$ cat config.mk
export PLATFORM = sky130hd
export DESIGN_NAME = pwm_multicanal
export DESIGN_NICKNAME = d
export VERILOG_FILES = /design/src/rtl/pwm_multicanal.sv
export SDC_FILE = /design/constraint.sdc
export NUM_CORES = 1
export LEC_CHECK = 0
export CORE_ASPECT_RATIO = 1.5
export CORE_MARGIN = 4
export CORE_UTILIZATION = 30
export CTS_BUF_LIST = sky130_fd_sc_hd__clkbuf_2
export CTS_CLUSTER_SIZE = 8
export DETAILED_ROUTE_END_ITERATION = 8
export PLACE_DENSITY = 0.45
export RECOVER_POWER = 100
export SETUP_SLACK_MARGIN = 0.5
export SLEW_MARGIN = 5
export SYNTH_ARGS = -nofsm -noshare
export SYNTH_HDL_FRONTEND = slang
export SYNTH_SLANG_ARGS = --single-unit
$ cat constraint.sdc
create_clock -name clk -period 9.8 [get_ports clk]
set_clock_uncertainty 0.2 [all_clocks]
set_input_delay 1.47 -clock clk [delete_from_list [all_inputs] [get_ports clk]]
set_output_delay 1.47 -clock clk [all_outputs]
set_load 0.02 [all_outputs]
$ cat src/rtl/pwm_multicanal.sv
// N-channel PWM with a shared prescaler/period counter and per-channel soft fade.
// Channel duty moves toward its target by STEP once per period, only at the boundary.

module pwm_multicanal_ch #(
  parameter int WIDTH = 8,
  parameter int STEP  = 1
) (
  input  logic             clk,
  input  logic             rst,
  input  logic             ld,
  input  logic [WIDTH-1:0] ld_duty,
  input  logic             bnd,
  input  logic [WIDTH-1:0] cnt,
  output logic             pwm,
  output logic             busy
);
  localparam logic [WIDTH-1:0] STEP_N = WIDTH'(STEP);

  logic [WIDTH-1:0] tgt, cur, gap, nxt;

  // The gap is compared against STEP before adding/subtracting, so the step
  // never overshoots the target and the sum never leaves WIDTH bits.
  always_comb begin
    gap = '0;
    nxt = cur;
    if (cur < tgt) begin
      gap = tgt - cur;
      nxt = (gap > STEP_N) ? cur + STEP_N : tgt;
    end else if (cur > tgt) begin
      gap = cur - tgt;
      nxt = (gap > STEP_N) ? cur - STEP_N : tgt;
    end
  end

  always_ff @(posedge clk) begin
    if (rst) begin
      tgt  <= '0;
      cur  <= '0;
      pwm  <= 1'b0;
      busy <= 1'b0;
    end else begin
      if (ld)  tgt <= ld_duty;
      if (bnd) cur <= nxt;
      pwm  <= (cnt < cur);
      busy <= (cur != tgt);
    end
  end
endmodule

module pwm_multicanal #(
  parameter int N     = 3,
  parameter int WIDTH = 8,
  parameter int PRESC = 1,
  parameter int STEP  = 1,
  localparam int CW   = (N > 1) ? $clog2(N) : 1
) (
  input  logic             clk,
  input  logic             rst,
  input  logic             wr_en,
  input  logic [CW-1:0]    wr_ch,
  input  logic [WIDTH-1:0] wr_duty,
  output logic [N-1:0]     pwm,
  output logic [N-1:0]     busy,
  output logic             tick
);
  localparam int PW = (PRESC > 1) ? $clog2(PRESC) : 1;
  localparam logic [PW-1:0]    PC_MAX  = PW'(PRESC - 1);
  localparam logic [WIDTH-1:0] CNT_MAX = {{(WIDTH-1){1'b1}}, 1'b0};

  logic [PW-1:0]    pc;
  logic [WIDTH-1:0] cnt;
  logic             se, bnd;
  logic [N-1:0]     ld;

  assign se  = (pc == PC_MAX);
  assign bnd = se && (cnt == CNT_MAX);

  always_ff @(posedge clk) begin
    if (rst) begin
      pc   <= '0;
      cnt  <= '0;
      tick <= 1'b0;
    end else begin
      pc   <= se ? '0 : pc + 1'b1;
      tick <= bnd;
      if (se) cnt <= (cnt == CNT_MAX) ? '0 : cnt + 1'b1;
    end
  end

  // Out-of-range channel indices match no lane, so such writes simply vanish.
  for (genvar i = 0; i < N; i++) begin : g_ch
    assign ld[i] = wr_en && (wr_ch == CW'(i));

    pwm_multicanal_ch #(.WIDTH(WIDTH), .STEP(STEP)) u_ch (
      .clk     (clk),
      .rst     (rst),
      .ld      (ld[i]),
      .ld_duty (wr_duty),
      .bnd     (bnd),
      .cnt     (cnt),
      .pwm     (pwm[i]),
      .busy    (busy[i])
    );
  end
endmodule

; Word-level counts from Yosys, hierarchy flattened
; Index checks and enable logic that the tools add are counted.
[totals]
register_bits = 64
[op_classes]
add_sub_neg = 14
n_lt_le_gt_ge = 15
eq_ne = 6
mux = 13
bitwise_logic = 1
n_reduce_logical = 12
[ops]
columns = op, count
row1 = 2-to-1 mux 8 bit, 13
row2 = greater-than comparator 8 x 1 -> 1 bit (second input constant), 6
row3 = less-than comparator 8 bit, 6
row4 = subtractor 8 bit, 6
row5 = adder 8 x 1 -> 8 bit (second input constant), 4
row6 = greater-than comparator 8 bit, 3
row7 = inequality test 8 bit, 3
row8 = subtractor 8 x 1 -> 8 bit (second input constant), 3
row9 = == test 8 bit (second input constant), 1
row10 = AND reduction 2 bit, 3
row11 = nonzero test 2 bit, 3
row12 = logical AND 1 bit, 4
row13 = == test 2 x 1 -> 1 bit (second input constant), 1
row14 = == test 2 bit (second input constant), 1
row15 = zero test 2 bit, 1
row16 = OR reduction 2 bit, 1
row17 = adder 1 bit (second input constant), 1
row18 = inverter 1 bit, 1

; Depth between registers and ports, before layout
; Gate-level depths: netlist (run 1).
[logic_depth]
word_depth = 5
mapped_depth = 13
depth_no_buf = 10

; By module
; A second synthesis (run 1) with hierarchy kept.
[unflattened]
hier_cells = 774
hier_area_um2 = 6616.3
[by_module_without_submodules]
columns = mod, instances, cells_each, area_each_um2, seq_area_each_um2
row1 = pwm_multicanal_ch, 3, 239, 2037.0, 360.3
row2 = pwm_multicanal, 1, 57, 505.5, 200.2

; Least setup slack after synthesis (run 1)
; Ideal clock, no wire load.
[synth_timing]
path_kind = register to register
from = register g_ch[1].u_ch.cur[2]
to = register g_ch[1].u_ch.cur[0]
setup_time_ps = 120
t_arrival_ps = 2914
required_time_ps = 9480
setup_slack_ps = 6566
path_stages_with_launch = 13
path_buffers = 3
synth_period_minus_slack_ps = 3234
cell_sequence = dfxtp_1 > clkbuf_1 > inv_1 > ha_1 > buf_6 > xor2_1 > o211ai_1 > or4b_1 > or4_1 > buf_2 > mux2i_4 > nor2_1 > o31a_1
[synth_between]
elab_chain_cells = 5
elab_cells_between_ends = 12
[synth_lines]
columns = element, line
row1 = from (decl), 19  ; logic [WIDTH-1:0] tgt, cur, gap, nxt;
row2 = from (signal assigned), 43  ; if (bnd) cur <= nxt;
row3 = subtractor 8 bit, 30  ; gap = cur - tgt;
row4 = greater-than comparator 8 x 1 -> 1 bit, 31  ; nxt = (gap > STEP_N) ? cur - STEP_N : tgt;
row5 = 2-to-1 mux 8 bit, 31
row6 = 2-to-1 mux 8 bit, 29  ; end else if (cur > tgt) begin
row7 = 2-to-1 mux 8 bit, 26  ; if (cur < tgt) begin
; Parallel ways exist; a longest one is shown, timed or not. The select of a mux whose other input is x is not followed.
; A chain may end at the register's enable or synchronous reset.

==> out/results.tsv, run 1 <==
metric	value	unit
CP Buf/Inv Count	2	
top cell type's share of synthesized area	0.208	
area share of fa/ha/maj cells after synthesis	0.170	
Max H-tree Level	3	
Final Hold Vio Count	0	
Sw Share	0.349	
# Post-CTS Setup Buffers	0	
hold_buf cts	0	
Comb power frac	0.277	
cells along the critical path	clkbuf_1, inv_1, nand2_1, nor2_1	
total routed wirelength	18.6	mm
GRT Total Usage	0.163	
area of the multi-input gates	4400	um2
Die ar.	22900	um2
routability cong.	0.899	
worst hold start	g_ch[0].u_ch.tgt[4]$_SDFFE_PP0P_	
max-slew violations	61	
grt ovf	0	
synth top area cells	dfxtp_1 (21%), ha_1 (15%), nor2_1 (5.6%)	
CP arrival	4560	ps
Bufs on Longest Clock Path	2	
CP startpoint	rst	
syn avg cell area	7.96	um2
die width	125	um
Netlist cell types	74	
core area	19900	um2
failing checks	max-capacitance violations, max-slew violations	
CTS Buf Count	9	
CP Max Fanout	43	
Final WS setup	5450	ps
vias	5526	
Rel. slew slack	-0.505	
ys flop type	dfxtp_1	
# rows	63	
DP HPWL	14.6	mm
final core occ	0.329	
worst hold path class	flop to flop	
1st-iter DRT viols	328	
max_cap viols	2	
DIE HEIGHT	183	um
Switch Pwr	228	uW
crit-path max cell delay	1570	ps
setup TNS	0	ps
clk_lat worst skew	530	ps
Simple-Gate Fraction of Synth Area	0.202	
Hold Slack	312	ps
I/O pin count	20	
crit end category	flop	
pre-CTS worst setup slack	6200	ps
Peak VDD IR	0.0469	mV
Synth Area in XOR/XNOR	0.0527	
Async SR Flop Fraction	0	
CP max stage cell	clkbuf_1	
Yosys warnings	0	
initial antenna violation count	1	
critical path type	input port to flop	
DRT Pass-1 Iters	5	
post-synth net total	865	
post-synthesis compound-gate area fraction	0.223	
Leak	2.74	nW
unrepaired setup endpoints after global routing	false	
Resized Gates After CTS	0	
delay-heaviest family, CP	buffers and inverters	
main combinational cell family by area after synthesis	compound AO/OA/AOI/OAI gates	
Seq. cell area	1280	um2
Post-DRT Antenna Nets	0	
pwr/cell area	99.5	nW/um2
fin nets	856	
area leader, netlist	dfxtp_1	
Worst Tran Pin Value	2260	ps
status	finished with violations	
first-pass GRT wire length	29.9	mm
Initial Utilization	0.308	
Reg clk slew, reported paths	240	ps
Residual DRC	0	
clock share of power	0.302	
DR vias/cell	5.37	
clock sinks	64	
ratio of cells with drive above 1 in the final layout	0.0521	
mux share of post-synthesis cell area	0.0700	
Cells after Synth	772	
area delta synth->final	6.82	%
worst r2r src	g_ch[1].u_ch.cur[2]$_SDFFE_PP0P_	
pin count of the biggest net entering global routing	44	
CTS root buf	clkbuf_2	
Reg power frac	0.421	
Layout fillers	2085	
#FFs+latches synth	64	
CTS tree	built	
drt wl/cell	18.0	um
Min Clock Period, post-route	4350	ps
vias in the first global route	5609	
Final period util	0.444	
crit start category	input port	
Final setup viols	0	
Post-Syn Area	6150	um2
Crit path required time	10010	ps
Post-synth EDFFs	0	
Cell Int Power	425	uW
Port Buffers	19	
Seq/Total Area, Yosys	0.208	
f_max	0.230	GHz
-- layer usage --
metal / vias to the layer above / global-route usage / routed length, um
met1: 2580 / 0.182 / 7770
met4: 0 / 0.0738 / 743
met3: 44 / 0.0204 / 518
met2: 154 / 0.307 / 9530
met5: - / 0 / 0
li1: 2748 / - / -
-- registers in the layout, indices dropped and copies added, names as in the netlist --
name / flops
g_ch.u_ch.cur: 24
g_ch.u_ch.tgt: 24
g_ch.u_ch.pwm: 3
tick: 1
pc: 1
g_ch.u_ch.busy: 3
cnt: 8
-- synthesized netlist by cell type (all sizes together) (6+ instances only) --
cell type,count
mux2,6
nand3,27
o211ai,10
xnor2,25
fa,6
a21oi,49
dfxtp,64
inv,59
o221ai,7
nand2b,16
a221oi,8
nor3,21
a21o,22
a31oi,13
or3,8
buf,23
nor2,92
nand2,29
nor2b,6
o21ai,39
clkbuf,17
ha,74
and3,12
nand4,7
xor2,12
a211oi,7
mux2i,35
-- power groups by stage --
stage / sequential (mW) / clock (mW) / combinational, mW
after floorplan: 0.276 / 0 / 0.139
after global placement: 0.281 / 0 / 0.185
after detailed placement: 0.281 / 0 / 0.184
after CTS: 0.276 / 0.206 / 0.184
after global routing: 0.276 / 0.218 / 0.198
final: 0.275 / 0.197 / 0.181
-- per-stage QoR --
stage	area (um2)	cells	power, mW
6_report	6570	1029	0.653
5_1_grt	6570	1029	0.692
4_1_cts	6580	1028	0.666
3_5_place_dp	6440	1012	0.464
3_3_place_gp	6440	1012	0.465
2_1_floorplan	6150	772	0.415
-- logic make-up (layout without fill, tap and decap cells) --
group                      count (synthesis)  count (layout)
other                                      1               2
buffers and inverters                     99              95
xor gates and xnor gates                  37              37
muxes                                     41              41
adders and majority gates                 80              80
AOI/OAI and AO/OA                        200             200
and+or+nand+nor                          250             250
DFF                                       64              64
-- layout by cell type (no fill, tap or decap), types with 7 or more instances in the layout --
cell and instances:
a211oi_1 7, or3_1 8, nand2b_1 16, and3_1 11, xor2_1 12, nor3_1 21, xnor2_1 25, a21o_1 22
o21ai_0 37, dfxtp_1 64, clkbuf_2 10, clkdlybuf4s50_1 10, nand3_1 27, a31oi_1 13, inv_1 59, dlygate4sd3_1 8
nor2_1 92, a21oi_1 48, nand4_1 7, o211ai_1 9, ha_1 74, o221ai_1 7, mux2i_1 35, nand2_1 29
-- worst paths after layout --
kind / endpoint / slack (ps) / cells past startpoint
max: cnt[2]$_SDFFE_PP0N_ / 5450 / 4
min: g_ch[0].u_ch.cur[4]$_SDFFE_PP0P_ / 310 / 2
max reg2reg: g_ch[1].u_ch.cur[5]$_SDFFE_PP0P_ / 5960 / 9
min reg2reg: g_ch[0].u_ch.cur[4]$_SDFFE_PP0P_ / 310 / 2
-- worst min-delay path: cells and delay by family, from the launching register on --
kind / cells / cell delay [ps]
DFF: 1 / 370
buffers and inverters: 1 / 90
AOI/OAI and AO/OA: 1 / 70
-- layout make-up --
class | instances | area share
tap | 260 | 0.0496
timing repair buffer | 20 | 0.0292
antenna | 1 | 0.000381
sequential | 64 | 0.195
clock buffer | 10 | 0.00762
multi-input combinational | 609 | 0.670
clock inverter | 6 | 0.0143
inverter | 59 | 0.0337
Power figures use the tool's default switching activity.
==> run 2: changes to the inputs <==
==> constraint.sdc (replaced) <==
create_clock -name clk -period 4.6 [get_ports clk]
set_clock_uncertainty 0.2 [all_clocks]
set_input_delay 0.69 -clock clk [delete_from_list [all_inputs] [get_ports clk]]
set_output_delay 0.69 -clock clk [all_outputs]
set_load 0.02 [all_outputs]
==> run 2 against run 1 <==
The run now ends clean. Largest power group unchanged. Via count grew 1.6%. Count of clock-buffer cells in the layout is the same. Cell count grew 0.39%. Clock power grew 77%. Global-route usage is essentially flat. Worst setup slack lost 4500 ps. Non-clock buffer count grew 4. Critical endpoint is now g_ch[1].u_ch.cur[0]$_SDFFE_PP0P_.
==> out/results.tsv, run 2 (synthesized netlist as in run 1, its figures left out) <==
metric	value	unit
biggest regs	g_ch.u_ch.cur (24), g_ch.u_ch.tgt (24), cnt (8)	
# Post-CTS Setup Buffers	0	
Leak	2.72	nW
I/O pin count	20	
Switch Pwr	478	uW
Final Hold Vio Count	0	
critical path type	flop to flop	
Residual DRC	0	
# rows	63	
Port Buffers	19	
Final setup viols	0	
clk_lat worst skew	520	ps
die width	125	um
worst hold start	g_ch[1].u_ch.tgt[6]$_SDFFE_PP0P_	
Placed Cells incl. Taps	1016	
total routed wirelength	18.7	mm
Worst R2R End	g_ch[1].u_ch.cur[0]$_SDFFE_PP0P_	
clock share of power	0.264	
crit end category	flop	
GRT Total Usage	0.163	
worst r2r src	g_ch[1].u_ch.cur[0]$_SDFFE_PP0P_	
Reg2Reg Setup Slack	900	ps
Rel. slew slack	0.419	
most common cell after layout, fill and taps aside	nor2_1	
Peak VDD IR	0.0870	mV
initial antenna violation count	1	
1st-iter DRT viols	379	
placed cell areas	6470	um2
Reg power frac	0.443	
f_max	0.271	GHz
core area	19900	um2
CP arrival	3940	ps
clock sinks	64	
Worst Hold Path Cells	2	
post-route cell area	6550	um2
routability cong.	0.891	
CP startpoint	g_ch[1].u_ch.cur[0]$_SDFFE_PP0P_	
CP Max Fanout	7	
CTS root buf	clkbuf_2	
Reg clk slew, reported paths	200	ps
setup TNS	0	ps
drt wl/cell	18.1	um
max_cap viols	0	
worst reg2reg path depth	10	
Sw Share	0.362	
Crit path required time	4850	ps
grt ovf	0	
Max H-tree Level	3	
Post-DRT Antenna Nets	0	
Die ar.	22900	um2
ratio of cells with drive above 1 in the final layout	0.0518	
pwr/cell area	202	nW/um2
final core occ	0.329	
DIE HEIGHT	183	um
DP HPWL	14.9	mm
Bufs on Longest Clock Path	2	
crit path capture	g_ch[1].u_ch.cur[0]$_SDFFE_PP0P_	
Worst Tran Pin Value	872	ps
Initial Utilization	0.308	
max-slew violations	0	
area delta synth->final	6.60	%
fin nets	860	
crit start category	flop	
Final period util	0.803	
Hold Slack	345	ps
worst hold path class	flop to flop	
DR vias/cell	5.44	
status	complete, no violations	
DRT Pass-1 Iters	5	
most frequent cells in the layout	nor2_1 (92), ha_1 (74), dfxtp_1 (64)	
Min Clock Period, post-route	3700	ps
pin count of the biggest net entering global routing	43	
vias in the first global route	5500	
CTS Buf Count	9	
CTS tree	built	
vias	5615	
Comb power frac	0.293	
Resized Gates After CTS	0	
unrepaired setup endpoints after global routing	false	
Cell Int Power	844	uW
Layout Cells excl Fill	1033	
hold_buf cts	0	
first-pass GRT wire length	30.0	mm
[run 2: layer usage]
metal	vias to the layer above	share of wire	track usage
met5	-	0	0
met4	0	0.030	0.0642
met3	31	0.033	0.0216
met2	152	0.53	0.307
met1	2677	0.41	0.186
li1	2755	-	-
[run 2: power groups by stage]
stage	sequential, mW	clock, mW	combinational, mW
2_1_floorplan	0.589	0	0.296
3_3_place_gp	0.598	0	0.397
3_5_place_dp	0.598	0	0.396
4_1_cts	0.587	0.365	0.398
5_1_grt	0.589	0.391	0.427
6_report	0.586	0.349	0.388
[run 2: how the worst min path moves through the flow]
| stage | endpoint | slack (ps) |
|---|---|---|
| CTS | g_ch[1].u_ch.cur[6]$_SDFFE_PP0P_ | 350 |
| detailed placement | g_ch[1].u_ch.cur[6]$_SDFFE_PP0P_ | 330 |
| global route | g_ch[1].u_ch.cur[6]$_SDFFE_PP0P_ | 400 |
| floorplan | g_ch[0].u_ch.cur[7]$_SDFFE_PP0P_ | 270 |
| finish | g_ch[1].u_ch.cur[6]$_SDFFE_PP0P_ | 350 |
| global placement | g_ch[1].u_ch.cur[6]$_SDFFE_PP0P_ | 330 |
[run 2: area by class of cell]
| type | instances | area [um2] |
|---|---|---|
| clock inverters | 6 | 60.1 |
| inverters | 59 | 221 |
| well taps | 260 | 325 |
| diodes | 1 | 2.50 |
| clock buffers | 10 | 50.0 |
| flip-flops and latches | 64 | 1280 |
| repair buffers | 24 | 211 |
| fillers | 2129 | 13400 |
| multi-input cells | 609 | 4400 |
[run 2: worst max-delay path: stages, from the launching register on]
cell and delay [ps]:
dfxtp_1 500, inv_1 150, ha_1 250, fa_1 400, nand2b_1 180, a21oi_2 320, mux2i_1 170, or4_1 670
mux2i_1 390, nor2_1 100, o31a_1 280
[run 2: through the flow]
step	setup WS [ps]	power (mW)
global route	679	1.41
detailed placement	1070	0.994
floorplan	1370	0.885
global placement	1090	0.995
finish	905	1.32
CTS	1040	1.35
